File: src/rtl/wav_ahb_pkg.sv
// Shared AHB-Lite encodings and manager state type.
// Used by the single-transfer AHB manager and its bench.
package wav_ahb_pkg;

  localparam logic [1:0] TRANS_IDLE   = 2'b00;
  localparam logic [1:0] TRANS_BUSY   = 2'b01;
  localparam logic [1:0] TRANS_NONSEQ = 2'b10;
  localparam logic [1:0] TRANS_SEQ    = 2'b11;

  localparam logic [2:0] SIZE_BYTE  = 3'b000;
  localparam logic [2:0] SIZE_HALF  = 3'b001;
  localparam logic [2:0] SIZE_WORD  = 3'b010;
  localparam logic [2:0] SIZE_DWORD = 3'b011;

  localparam logic [2:0] BURST_SINGLE = 3'b000;

  localparam logic [1:0] RESP_OKAY  = 2'b00;
  localparam logic [1:0] RESP_ERROR = 2'b01;
  localparam logic [1:0] RESP_RETRY = 2'b10;
  localparam logic [1:0] RESP_SPLIT = 2'b11;

  typedef enum logic [1:0] {
    ST_IDLE = 2'd0,
    ST_ADDR = 2'd1,
    ST_ERR2 = 2'd2
  } mgr_state_e;

endpackage

File: src/rtl/wav_ahb_manager.sv
// AHB-Lite single-transfer manager with one address phase
// overlapping one data phase; two-cycle error handling.
module wav_ahb_manager
  import wav_ahb_pkg::*;
#(
  parameter int AWIDTH = 32,
  parameter int DWIDTH = 32
) (
  input  logic              i_hclk,
  input  logic              i_hresetn,
  input  logic              i_req_valid,
  output logic              o_req_ready,
  input  logic              i_req_write,
  input  logic [2:0]        i_req_size,
  input  logic [AWIDTH-1:0] i_req_addr,
  input  logic [DWIDTH-1:0] i_req_wdata,
  output logic              o_rsp_valid,
  output logic [DWIDTH-1:0] o_rsp_rdata,
  output logic              o_rsp_error,
  output logic [AWIDTH-1:0] o_haddr,
  output logic              o_hwrite,
  output logic [2:0]        o_hsize,
  output logic [2:0]        o_hburst,
  output logic [1:0]        o_htrans,
  output logic [DWIDTH-1:0] o_hwdata,
  input  logic [DWIDTH-1:0] i_hrdata,
  input  logic              i_hready,
  input  logic [1:0]        i_hresp
);

  mgr_state_e        state;
  logic              dp_valid;
  logic              dp_write;
  logic              cxl;
  logic              cxl_rsp;
  logic [DWIDTH-1:0] wdata_q;

  logic hresp_err;
  logic accept;
  logic addr_done;
  logic dp_done;
  logic err_start;

  assign hresp_err = (i_hresp != RESP_OKAY);

  assign o_req_ready = (state != ST_ERR2) &&
                       ((state == ST_IDLE) ||
                        (i_hready && !hresp_err));

  assign accept    = i_req_valid && o_req_ready;
  assign addr_done = (state == ST_ADDR) && i_hready;
  assign dp_done   = dp_valid && i_hready && (state != ST_ERR2);
  assign err_start = dp_valid && hresp_err && !i_hready &&
                     (state != ST_ERR2);

  assign o_htrans = (state == ST_ADDR) ? TRANS_NONSEQ : TRANS_IDLE;
  assign o_hburst = BURST_SINGLE;

  // A pending address phase at error entry is dropped, not replayed
  always_ff @(posedge i_hclk or negedge i_hresetn) begin
    if (!i_hresetn) begin
      state    <= ST_IDLE;
      dp_valid <= 1'b0;
      dp_write <= 1'b0;
      cxl      <= 1'b0;
      cxl_rsp  <= 1'b0;
    end else begin
      cxl_rsp <= 1'b0;
      if (err_start) begin
        state <= ST_ERR2;
        cxl   <= (state == ST_ADDR) || accept;
      end else begin
        unique case (1'b1)
          (state == ST_ERR2): begin
            if (i_hready) begin
              state    <= ST_IDLE;
              dp_valid <= 1'b0;
              cxl      <= 1'b0;
              cxl_rsp  <= cxl;
            end
          end
          (state == ST_ADDR): begin
            if (i_hready) begin
              state    <= accept ? ST_ADDR : ST_IDLE;
              dp_valid <= 1'b1;
              dp_write <= o_hwrite;
            end
          end
          default: begin
            if (accept)
              state <= ST_ADDR;
            if (i_hready)
              dp_valid <= 1'b0;
          end
        endcase
      end
    end
  end

  always_ff @(posedge i_hclk or negedge i_hresetn) begin
    if (!i_hresetn) begin
      o_haddr  <= '0;
      o_hwrite <= 1'b0;
      o_hsize  <= SIZE_WORD;
      wdata_q  <= '0;
      o_hwdata <= '0;
    end else begin
      if (accept) begin
        o_haddr  <= i_req_addr;
        o_hwrite <= i_req_write;
        o_hsize  <= i_req_size;
        wdata_q  <= i_req_wdata;
      end
      if (addr_done)
        o_hwdata <= wdata_q;
    end
  end

  always_ff @(posedge i_hclk or negedge i_hresetn) begin
    if (!i_hresetn) begin
      o_rsp_valid <= 1'b0;
      o_rsp_rdata <= '0;
      o_rsp_error <= 1'b0;
    end else begin
      o_rsp_valid <= 1'b0;
      o_rsp_rdata <= '0;
      o_rsp_error <= 1'b0;
      if (((state == ST_ERR2) && i_hready) || cxl_rsp) begin
        o_rsp_valid <= 1'b1;
        o_rsp_error <= 1'b1;
      end else if (dp_done) begin
        o_rsp_valid <= 1'b1;
        o_rsp_rdata <= dp_write ? '0 : i_hrdata;
        o_rsp_error <= hresp_err;
      end
    end
  end

endmodule

File: config.mk
export PLATFORM = sky130hd
export DESIGN_NAME = wav_ahb_manager
export DESIGN_NICKNAME = d
export VERILOG_FILES = /design/src/rtl/wav_ahb_pkg.sv /design/src/rtl/wav_ahb_manager.sv
export SDC_FILE = /design/constraint.sdc
export NUM_CORES = 1
export LEC_CHECK = 0
export ABC_AREA = 1
export BUFFER_PORTS_ARGS = -buffer_cell sky130_fd_sc_hd__buf_2
export CORE_MARGIN = 2
export CORE_UTILIZATION = 40
export CTS_CLUSTER_DIAMETER = 100
export DETAILED_ROUTE_END_ITERATION = 10
export GPL_TIMING_DRIVEN = 0
export PLACE_DENSITY = 0.77
export SKIP_LAST_GASP = 1
export SLEW_MARGIN = 10
export SYNTH_ARGS = -nofsm -noshare
export SYNTH_HDL_FRONTEND = slang
export SYNTH_SLANG_ARGS = --single-unit
File: constraint.sdc
create_clock -name i_hclk -period 3.47 [get_ports i_hclk]
set_input_delay 0.347 -clock i_hclk [delete_from_list [all_inputs] [get_ports i_hclk]]
set_output_delay 0.347 -clock i_hclk [all_outputs]
set_load 0.01 [all_outputs]
# Word-level counts from Yosys, hierarchy flattened
# Cells that the tools add are included.
# totals
output_inout_bits	108
elab_cells	65
in_bits	106
regBits	140
# op_classes
eq_ne	5
bitwise	1
mux	22
reduce_logical	24
# op_table
operator	n
$mux W32	3
$mux W1	13
$logic_and A1 B1 Y1	10
$mux W2	5
$ne A3 B3 Y1 const B	2
$reduce_and A3 Y1	2
$reduce_bool A2 Y1	3
$pmux W2 S2	1
$reduce_and A2 Y1	2
$reduce_bool A4 Y1	1
$logic_or A1 B1 Y1	3
$eq A2 B1 Y1 const B	1
$eq A2 B2 Y1 const B	1
$logic_not A1 Y1	2
$logic_not A2 Y1	1
$ne A2 B2 Y1 const B	1
$not A1 Y1	1

# Depth between registers and ports, before layout
# depth
ltp_word	10
depth_mapped	10
depth_no_buf	10

# Worst setup path before layout
# No wires, ideal clock.
# synth_path
path_kind	reg-to-reg
startpoint	reg state[0]
endpoint	reg o_hwdata[10]
required_time_ns	3.345
slack_ns	1.927
arrival_ns	1.418
synth_period_minus_slack_ns	1.543
setup_ns	0.125
n_path_buf	1
stages_incl_launch_ff	5
path_cell_list	dfrtp_1 ha_1 nand2_1 buf_2 mux2_2
# synth_via
elab_chain_len	2
# synth_rtl
item	line_no	rtl
start: declaration	wav_ahb_manager.sv:31	mgr_state_e state;
start signal: assignment	wav_ahb_manager.sv:84	state <= accept ? ST_ADDR : ST_IDLE;
$eq A2 B1 Y1	wav_ahb_manager.sv:51	assign addr_done = (state == ST_ADDR) && i_hready;
$logic_and A1 B1 Y1	wav_ahb_manager.sv:51	
end signal: assignment	wav_ahb_manager.sv:115	o_hwdata <= wdata_q;
end: declaration	wav_ahb_manager.sv:25	output logic [DWIDTH-1:0] o_hwdata,
# Every way passes these cells.
# A chain may end at the register's enable or synchronous reset.

# Final worst setup path
# layout_path
startpoint	reg state[0]
endpoint	reg o_rsp_rdata[25]
# layout_via
elab_chain_len	4
elab_cells_between_ends	7
classes_between	2 x eq/ne; 2 x mux; 3 x reduce/logical
# layout_rtl
item	line_no	rtl
$ne A2 B2 Y1 / $eq A2 B2 Y1 (equally long branches)	wav_ahb_manager.sv:52, wav_ahb_manager.sv:128	
$logic_and A1 B1 Y1 (on tied branches)	wav_ahb_manager.sv:52, wav_ahb_manager.sv:128	
$mux W32 / $logic_or A1 B1 Y1 (equally long branches)	wav_ahb_manager.sv:131, wav_ahb_manager.sv:128	
$mux W32 (*)	wav_ahb_manager.sv:128	if (((state == ST_ERR2) && i_hready) || cxl_rsp) begin
end signal: assignment	wav_ahb_manager.sv:133	o_rsp_rdata <= dp_write ? '0 : i_hrdata;
end: declaration	wav_ahb_manager.sv:18	output logic [DWIDTH-1:0] o_rsp_rdata,
# Every way passes the cells marked *; elsewhere a longest branch is shown, timed or not.

==> impl_metrics.tcl <==
set metrics [dict create \
    status "finished clean" \
    postRouteAntennaNets 0 \
    antenna_cells 0 \
    cp-start-kind "register" \
    grt.overflow.total 0 \
    slew-limit-headroom_pct 57.4 \
    tightest_slew_ns 0.639 \
    dp_hpwl_microns 8470 \
    syn_area_per_cell_sq_um 10.4 \
    synth-async-reset-ratio_pct 100 \
    synth_cell_types 21 \
    via_per_inst 4.37 \
    die-area_sq_um 14300 \
    pin_count 214 \
    place_ws_ns 1.66 \
    power.leakage_uw 0.00416 \
    clk_path_buf_depth 2 \
    drt-initial-drc-count 122 \
    whs_ns 0.137 \
    rsz0062_at_grt "false" \
    synthFlopType "dfrtp_1" \
    wirelength_microns 11700 \
    antenna_found_initial 0 \
    finalCriticalPeriod_ns 1.79 \
    powerDensity_nw_per_um2 880 \
    peakVddDrop_v 0.000466 \
    synthCells 511 \
    fin_skew_ns 0.00572 \
    syn_area_sq_um 5340 \
    fin_ws_ns 1.68 \
    synth_most_common_cell "nand2_1" \
    drc 0 \
    cp_data_arrival_time_ns 2.12 \
    gp_congestion 0.774 \
    hold_violations 0 \
    coreArea_sq_um 13100 \
    grt_pass1_vias 4087 \
    synth-seq-cells 140 \
    routedWlPerCell_microns 12.6 \
    cts_root_buf "clkbuf_16" \
    cts_setup_buffers 0 \
    cp_data_required_time_ns 3.80 \
    multi_input_area_sq_um 1640 \
    setup.worst_path.end_class "register" \
    final_nets 852 \
    finalSetupTns_ns 0 \
    fillers 1209 \
    max_freq_mhz 559 \
    cts_tree "yes" \
    worstSetupPathType "register to register" \
    dr.pass1.iters 4 \
    fin_area_sq_um 7250 \
    clock-sinks 140 \
    synth_commonest_cells "248 x nand2_1, 139 x dfrtp_1, 33 x mux2_2" \
    rows 42 \
    hold_path.class "input pin to register" \
    dieHeight_microns 120 \
    slew_viol_final 0 \
    numCtsBuffers 17 \
    regArea_sq_um 3500 \
    grt_max_degree 72 \
    post-synth-top-area-fraction_pct 65.2 \
    cp_max_fo 10 \
    ys_warn_count 0 \
    min_period_over_period_pct 51.6 \
    grt_pass1_wl_microns 19400 \
    cap_violations 0 \
    vias 4064 \
    yosys.area.top_type "dfrtp_1" \
    drive_gt1_share_pct 43.5 \
    initial_utilization_pct 40.6 \
    io_buffer_count 209 \
    synthToLayoutAreaGrowth_pct 35.8 \
    power_uw 6380 \
    synth_edf_count 0 \
    synth.yosys.seq_area_share_pct 65.6 \
    setup_viol_count_final 0 \
    cts_max_level 4 \
    track_usage_pct 17.2 \
    dpl_cell_area_sq_um 6650 \
    synthTopCellsByArea "dfrtp_1 65%, nand2_1 17%, mux2_2 7.0%" \
    insertion_delay_ns 0.40 \
    die_w_microns 120 \
    clk_pin_slew_ns 0.06 \
]
[repair_timing]
item / CTS / global route
resized for setup: 0 / 0
hold buffers: 1 / 0
hold endpoints to repair: 69 / 0
[layout make-up]
class | count | area share (%)
multi-input combinational | 338 | 22.6
clock buffer | 22 | 6.54
tap | 176 | 3.04
timing repair buffer | 211 | 15.0
clock inverter | 7 | 1.59
inverter | 8 | 0.414
buffer | 28 | 2.45
sequential | 140 | 48.3
[registers in the layout (all words and copies together), names as in the netlist]
signal       flops
o_rsp_valid      1
state            2
dp_write         1
wdata_q         32
o_haddr         32
cxl              1
o_hwrite         1
cxl_rsp          1
dp_valid         1
o_hwdata        32
o_hsize          3
o_rsp_error      1
o_rsp_rdata     32
[critical path, cell delays in order, from the launching register on]
cell	delay, ns
dfrtp_1	0.37
inv_1	0.08
ha_1	0.29
a21oi_2	0.34
clkbuf_1	0.36
nand2_1	0.15
nor2_2	0.12
[routing by layer]
layer | track usage (%) | share of wire [%] | wire length [microns]
met2 | 28.1 | 48 | 5580
met5 | 0 | 0 | 0
met3 | 6.18 | 7.7 | 899
met1 | 21.2 | 43 | 5030
met4 | 6.18 | 1.9 | 224
[cells in the final DEF (no fill, tap or decap), types with 6 or more instances in the layout]
master	count
buf_2	218
buf_4	6
buf_6	6
clkbuf_1	9
clkbuf_16	17
dfrtp_1	139
inv_1	6
mux2_2	33
nand2_1	248
nor2_1	8
nor2_2	30
[kinds of logic (layout without fill, tap and decap cells)]
| kind of cell | after synthesis | count (layout) | synth area share (%) |
|---|---|---|---|
| buffers and inverters | 36 | 276 | 3.89 |
| flip-flops | 140 | 140 | 65.6 |
| adder cells (fa/ha/maj) | 2 | 2 | 0.469 |
| other | 1 | 4 | 0.0702 |
| multiplexers | 33 | 33 | 6.96 |
| AND/OR/NAND/NOR | 293 | 293 | 22.3 |
| AO/OA/AOI/OAI | 6 | 6 | 0.633 |
[power by group]
group | internal (uW) | switching (uW)
sequential | 2270 | 291
combinational | 875 | 1140
clock | 1170 | 626
total | 4320 | 2060
[per-stage QoR]
step / instances / utilization [%]
finish: 930 / 55.2
global placement: 899 / 50.4
global route: 930 / 55.2
CTS: 930 / 55.2
floorplan: 514 / -
detailed placement: 900 / 50.6
[final timing paths]
kind | end | slack, ns | cells after the start | from
max | o_rsp_rdata[25] | 1.68 | 6 | state[0]
min | o_haddr[0] | 0.14 | 3 | i_req_addr[0]
max reg2reg | o_rsp_rdata[25] | 1.68 | 6 | state[0]
min reg2reg | o_hsize[1] | 0.47 | 2 | o_hsize[1]
max in group asynchronous | o_hsize[1] | 2.15 | 3 | i_hresetn
min in group asynchronous | o_haddr[12] | 0.51 | 2 | i_hresetn
Note: power is estimated with default switching activity, not from simulation.
